### config.mk
export PLATFORM = sky130hd
export DESIGN_NAME = alu_muldiv
export DESIGN_NICKNAME = d
export VERILOG_FILES = /design/src/rtl/alu_muldiv.sv
export SDC_FILE = /design/constraint.sdc
export NUM_CORES = 1
export LEC_CHECK = 0
export CAP_MARGIN = 20
export CORE_UTILIZATION = 35
export DETAILED_ROUTE_END_ITERATION = 8
export PLACE_DENSITY = 0.59
export REMOVE_ABC_BUFFERS = 1
export SLEW_MARGIN = 30
export SYNTH_ARGS = -nofsm -noshare
export SYNTH_HDL_FRONTEND = slang
export SYNTH_SLANG_ARGS = --single-unit
### constraint.sdc
create_clock -name clk -period 9.84 [get_ports clk]
set_input_delay 1.968 -clock clk [delete_from_list [all_inputs] [get_ports clk]]
set_output_delay 1.968 -clock clk [all_outputs]
set_load 0.05 [all_outputs]
### src/rtl/alu_muldiv.sv
// Iterative MULT/MULTU/DIV/DIVU unit: one shift-add or restoring-divide step per cycle.
// Operands are latched as magnitudes at accept; the sign fix-up is applied on the final step.
module alu_muldiv #(
  parameter int WIDTH = 32
) (
  input  logic             clk,
  input  logic             rst,
  input  logic             start,
  input  logic [1:0]       op,
  input  logic [WIDTH-1:0] a,
  input  logic [WIDTH-1:0] b,
  input  logic             cancel,
  output logic             busy,
  output logic             valid,
  output logic [WIDTH-1:0] hi,
  output logic [WIDTH-1:0] lo,
  output logic             div_by_zero
);

  localparam int CW = $clog2(WIDTH + 1);

  typedef enum logic [1:0] {IDLE, RUN, DONE} state_t;

  state_t             state, state_nx;
  logic [CW-1:0]      cnt;
  logic [1:0]         op_r;
  logic [WIDTH-1:0]   mag_b_r;
  logic [WIDTH-1:0]   raw_a;
  logic               neg_res;
  logic               neg_rem;
  // Upper WIDTH+1 bits: partial product (mul) or running remainder (div).
  // Lower WIDTH bits: multiplier being consumed (mul) or quotient being built (div).
  logic [2*WIDTH:0]   p;
  logic [2*WIDTH:0]   p_step;

  logic               accept;
  logic               last;
  logic               finish;
  logic               is_signed;
  logic               a_neg;
  logic               b_neg;
  logic [WIDTH-1:0]   mag_a;
  logic [WIDTH-1:0]   mag_b;
  logic [WIDTH:0]     mul_sum;
  logic [WIDTH:0]     rem_sh;
  logic [WIDTH:0]     rem_diff;
  logic [2*WIDTH-1:0] prod;
  logic [WIDTH-1:0]   quo;
  logic [WIDTH-1:0]   rem;

  assign busy   = (state == RUN);
  assign valid  = (state == DONE);
  assign accept = start && !cancel && (state != RUN);
  assign last   = (cnt == CW'(WIDTH - 1));
  assign finish = (state == RUN) && last && !cancel;

  assign is_signed = ~op[0];
  assign a_neg     = is_signed & a[WIDTH-1];
  assign b_neg     = is_signed & b[WIDTH-1];
  assign mag_a     = a_neg ? -a : a;
  assign mag_b     = b_neg ? -b : b;

  always_comb begin
    mul_sum  = p[0] ? (p[2*WIDTH:WIDTH] + {1'b0, mag_b_r}) : p[2*WIDTH:WIDTH];
    rem_sh   = {p[2*WIDTH-1:WIDTH], p[WIDTH-1]};
    rem_diff = rem_sh - {1'b0, mag_b_r};
    if (!op_r[1]) begin
      p_step = {1'b0, mul_sum, p[WIDTH-1:1]};
    end else if (rem_sh >= {1'b0, mag_b_r}) begin
      p_step = {rem_diff, p[WIDTH-2:0], 1'b1};
    end else begin
      p_step = {rem_sh, p[WIDTH-2:0], 1'b0};
    end
    prod = neg_res ? -p_step[2*WIDTH-1:0] : p_step[2*WIDTH-1:0];
    quo  = neg_res ? -p_step[WIDTH-1:0] : p_step[WIDTH-1:0];
    rem  = neg_rem ? -p_step[2*WIDTH-1:WIDTH] : p_step[2*WIDTH-1:WIDTH];
  end

  always_comb begin
    state_nx = state;
    case (state)
      IDLE:    if (accept) state_nx = RUN;
      RUN:     if (last) state_nx = DONE;
      DONE:    state_nx = accept ? RUN : IDLE;
      default: state_nx = IDLE;
    endcase
    if (cancel) state_nx = IDLE;
  end

  always_ff @(posedge clk or posedge rst) begin
    if (rst) begin
      state       <= IDLE;
      cnt         <= '0;
      op_r        <= '0;
      mag_b_r     <= '0;
      raw_a       <= '0;
      neg_res     <= 1'b0;
      neg_rem     <= 1'b0;
      p           <= '0;
      hi          <= '0;
      lo          <= '0;
      div_by_zero <= 1'b0;
    end else begin
      state <= state_nx;
      if (accept) begin
        op_r    <= op;
        mag_b_r <= mag_b;
        raw_a   <= a;
        neg_res <= a_neg ^ b_neg;
        neg_rem <= a_neg;
        p       <= {{(WIDTH+1){1'b0}}, mag_a};
        cnt     <= '0;
      end else if (state == RUN) begin
        p   <= p_step;
        cnt <= cnt + CW'(1);
      end
      if (finish) begin
        if (!op_r[1]) begin
          hi          <= prod[2*WIDTH-1:WIDTH];
          lo          <= prod[WIDTH-1:0];
          div_by_zero <= 1'b0;
        end else if (mag_b_r == '0) begin
          hi          <= raw_a;
          lo          <= '1;
          div_by_zero <= 1'b1;
        end else begin
          hi          <= rem;
          lo          <= quo;
          div_by_zero <= 1'b0;
        end
      end
    end
  end

endmodule

==> results.tsv <==
metric	value	unit
status	finished, final reports clean	
CTS tree	built	
crit path time final	7.398	ns
CTS root buf	clkbuf_16	
placed cells	2851	
Synth cell types	104	
H-tree levels	1	
first-pass GRT wire length	101300	um
Rel. slew slack	33.53	%
chip width	225.6	um
CP Max Fanout	19	
Period Utilization, post-route	75.19	%
gr usage total	25.54	%
VDD IR max	0.0001657	V
via count	17550	
register-to-register setup slack	2.44	ns
Critical Path End Type	flip-flop	
Setup Fix Bufs, Post-CTS	0	
CTS buffer count	26	
CP startpoint	mag_b_r[8]$_DFFE_PP0P_	
share of synthesized registers carrying an async set or reset	100.0	%
Initial Util	35.61	%
total wire length	65410	um
detailed placement HPWL	48780	um
initial antenna violation count	0	
top cell type's share of synthesized area	29.31	%
vias in the first global route	17030	
Setup CP Type	flip-flop to flip-flop	
max_cap viols	0	
Worst-Skew Late Latency	0.57	ns
Mapped Area	17500	um^2
post_cts resized	0	
Placer Congestion	0.9477	
Port Buf Inserts	136	
clk_skew	0.02288	ns
biggest area consumer among synthesized cells	dfrtp_1	
r2r startpoint	mag_b_r[8]$_DFFE_PP0P_	
CP startpoint kind	flip-flop	
Seq cells post-synth	205	
largest net degree at the start of global routing	84	
CTS Hold Bufs	0	
Power Dens Cells	303.8	nW/um^2
ANT cells	0	
Final ANT Viol Nets	0	
most common cell after layout, fill and taps aside	nand2_1	
DR vias/cell	6.059	
final count of pins violating max slew	0	
final setup vio count	0	
fin nets	2356	
Synth Flop Type	dfrtp_1	
Hold Crit Start	hi[1]$_DFFE_PP0P_	
# DRC	0	
fmax	135.2	MHz
filler cell count	5028	
commonest non-fill, non-tap cells in the layout	nand2_1 (240), o21ai_0 (204), dfrtp_1 (204), a21oi_1 (153), clkdlybuf4s50_1 (136)	
CTS clk-pin slew, worst paths	0.06	ns
Die Ht	225.6	um
Hold Crit Class	flip-flop to flip-flop	
Placement Rows	81	
CTS Sinks	205	
Die Footprint	50900	um^2
core area	49150	um^2
Critical Path AT	7.84	ns
1st-iter DRT viols	1596	
Worst Tran Pin Value	0.9956	ns
number of synthesized flops with an enable pin	0	
Pre-antenna DRT Iters	7	
wire per inst	22.58	um
top cells by area, synth	dfrtp_1 (29%), o21ai_0 (5.8%), nand2_1 (5.2%), ha_1 (4.9%), xnor2_1 (4.8%)	
grt ovf	0	
WP data required	10.28	ns
Leak	0.008170	uW
layout cell share with drive strength beyond 1	8.061	%
Ports	137	
RSZ-0062 raised after global routing	no	
Yosys warning total	0	
Bufs on Longest Clock Path	3	
setup_tns	0	ns
Mean Syn Cell Area	8.121	um^2
Non-Filler Instances	2897	
Area growth syn-to-layout	16.41	%
post-synthesis sequential area ratio	29.31	%
count of final hold-check violations	0	
Syn Inst Count	2155	
cell type report:
| type | count | area, um^2 | area share, % |
|---|---|---|---|
| multi-input combinational | 1742 | 11600 | 56.95 |
| sequential | 205 | 5134 | 25.20 |
| timing repair buffer | 166 | 1630 | 8.002 |
| tap | 664 | 830.8 | 4.078 |
| clock buffer | 38 | 755.7 | 3.709 |
| inverter | 74 | 285.3 | 1.400 |
| clock inverter | 8 | 135.1 | 0.6632 |
kinds of logic after synthesis:
group | count (synthesis) | synth area share, %
multiplexers | 88 | 5.326
buffers and inverters | 208 | 4.697
adder cells (fa/ha/maj) | 71 | 5.162
AO/OA/AOI/OAI | 731 | 28.00
AND/OR/NAND/NOR | 686 | 19.20
flip-flops | 205 | 29.31
XOR/XNOR | 166 | 8.307
cell usage after synthesis (12+ instances only):
master    instances
nor3_1           49
a21oi_1         153
nand2b_1         29
a21o_1           25
and2_1           13
nor4_1           23
a22o_1           19
nand2_1         242
buf_2            21
o41ai_1          13
or3_1            19
a31oi_1          29
clkbuf_1         97
o21ai_1          12
dfrtp_1         205
mux2_2           41
o211ai_1         42
and3_1           21
o21a_1           17
or4_1            12
mux2i_1          47
or2_2            12
nor2b_1          12
inv_1            72
ha_1             69
o22a_1           30
xnor2_1          95
o21ai_0         204
nand4_1          28
buf_1            13
a211oi_1         22
o31ai_1          28
nor2_1          132
nand3_1          52
xor2_1           71
flip-flops by register name, summed over array words and instances, names as in the netlist:
register and count:
state 2, neg_rem 1, p 65, lo 32, neg_res 1, raw_a 32
div_by_zero 1, cnt 6, hi 32, op_r 1, mag_b_r 32
worst paths after layout:
| check | to | depth (start not counted) |
|---|---|---|
| max | hi[24]$_DFFE_PP0P_ | 23 |
| min | hi[1]$_DFFE_PP0P_ | 2 |
| max reg2reg | hi[24]$_DFFE_PP0P_ | 23 |
| min reg2reg | hi[1]$_DFFE_PP0P_ | 2 |
| max in group asynchronous | state[0]$_DFFE_PP0P_ | 3 |
| min in group asynchronous | mag_b_r[12]$_DFFE_PP0P_ | 2 |
power breakdown:
part	switching (uW)	internal [uW]
Sequential	221	998
Combinational	2530	1420
Clock	410	609
Total	3160	3030
per-layer routing:
metal	global-route usage, %	vias to the layer above	part of all wire, %	routed length, um
li1	-	8070	-	-
met1	35.21	8671	44	28960
met2	40.70	704	46	29850
met3	3.604	107	7.0	4587
met4	8.844	0	3.1	2016
met5	0	-	0	0
metrics by stage:
step                utilization [%]  total power, uW  setup slack [ns]  cell area (um^2)  hold WS (ns)
detailed placement            39.60             5068             2.595             19460        0.4723
CTS                           41.41             6117             2.527             20360        0.4889
floorplan                         -             3880             1.604             16960        0.4447
global placement              39.46             5044             2.686             19400        0.4672
global route                  41.45             6569             1.955             20370        0.5110
finish                        41.45             6190             2.442             20370        0.4795
worst max-delay path, stage by stage, from the launching register on:
cell	delay (ns)
dfrtp_1	0.48
inv_1	0.07
ha_1	0.41
a21oi_2	0.17
o211ai_1	0.15
a31oi_2	0.36
and2b_1	0.27
o21ai_2	0.75
nand2_4	0.39
nand2_1	0.42
a21boi_0	0.36
ha_1	0.26
o211ai_1	0.11
o21bai_1	0.20
or2_2	0.35
nor4_4	0.52
nand3_1	0.21
or2_2	0.38
or3_1	0.48
nand4b_1	0.27
o21ai_0	0.28
xnor2_1	0.10
a22oi_1	0.20
nand2_1	0.08
Note: power is estimated with default switching activity, not from simulation.
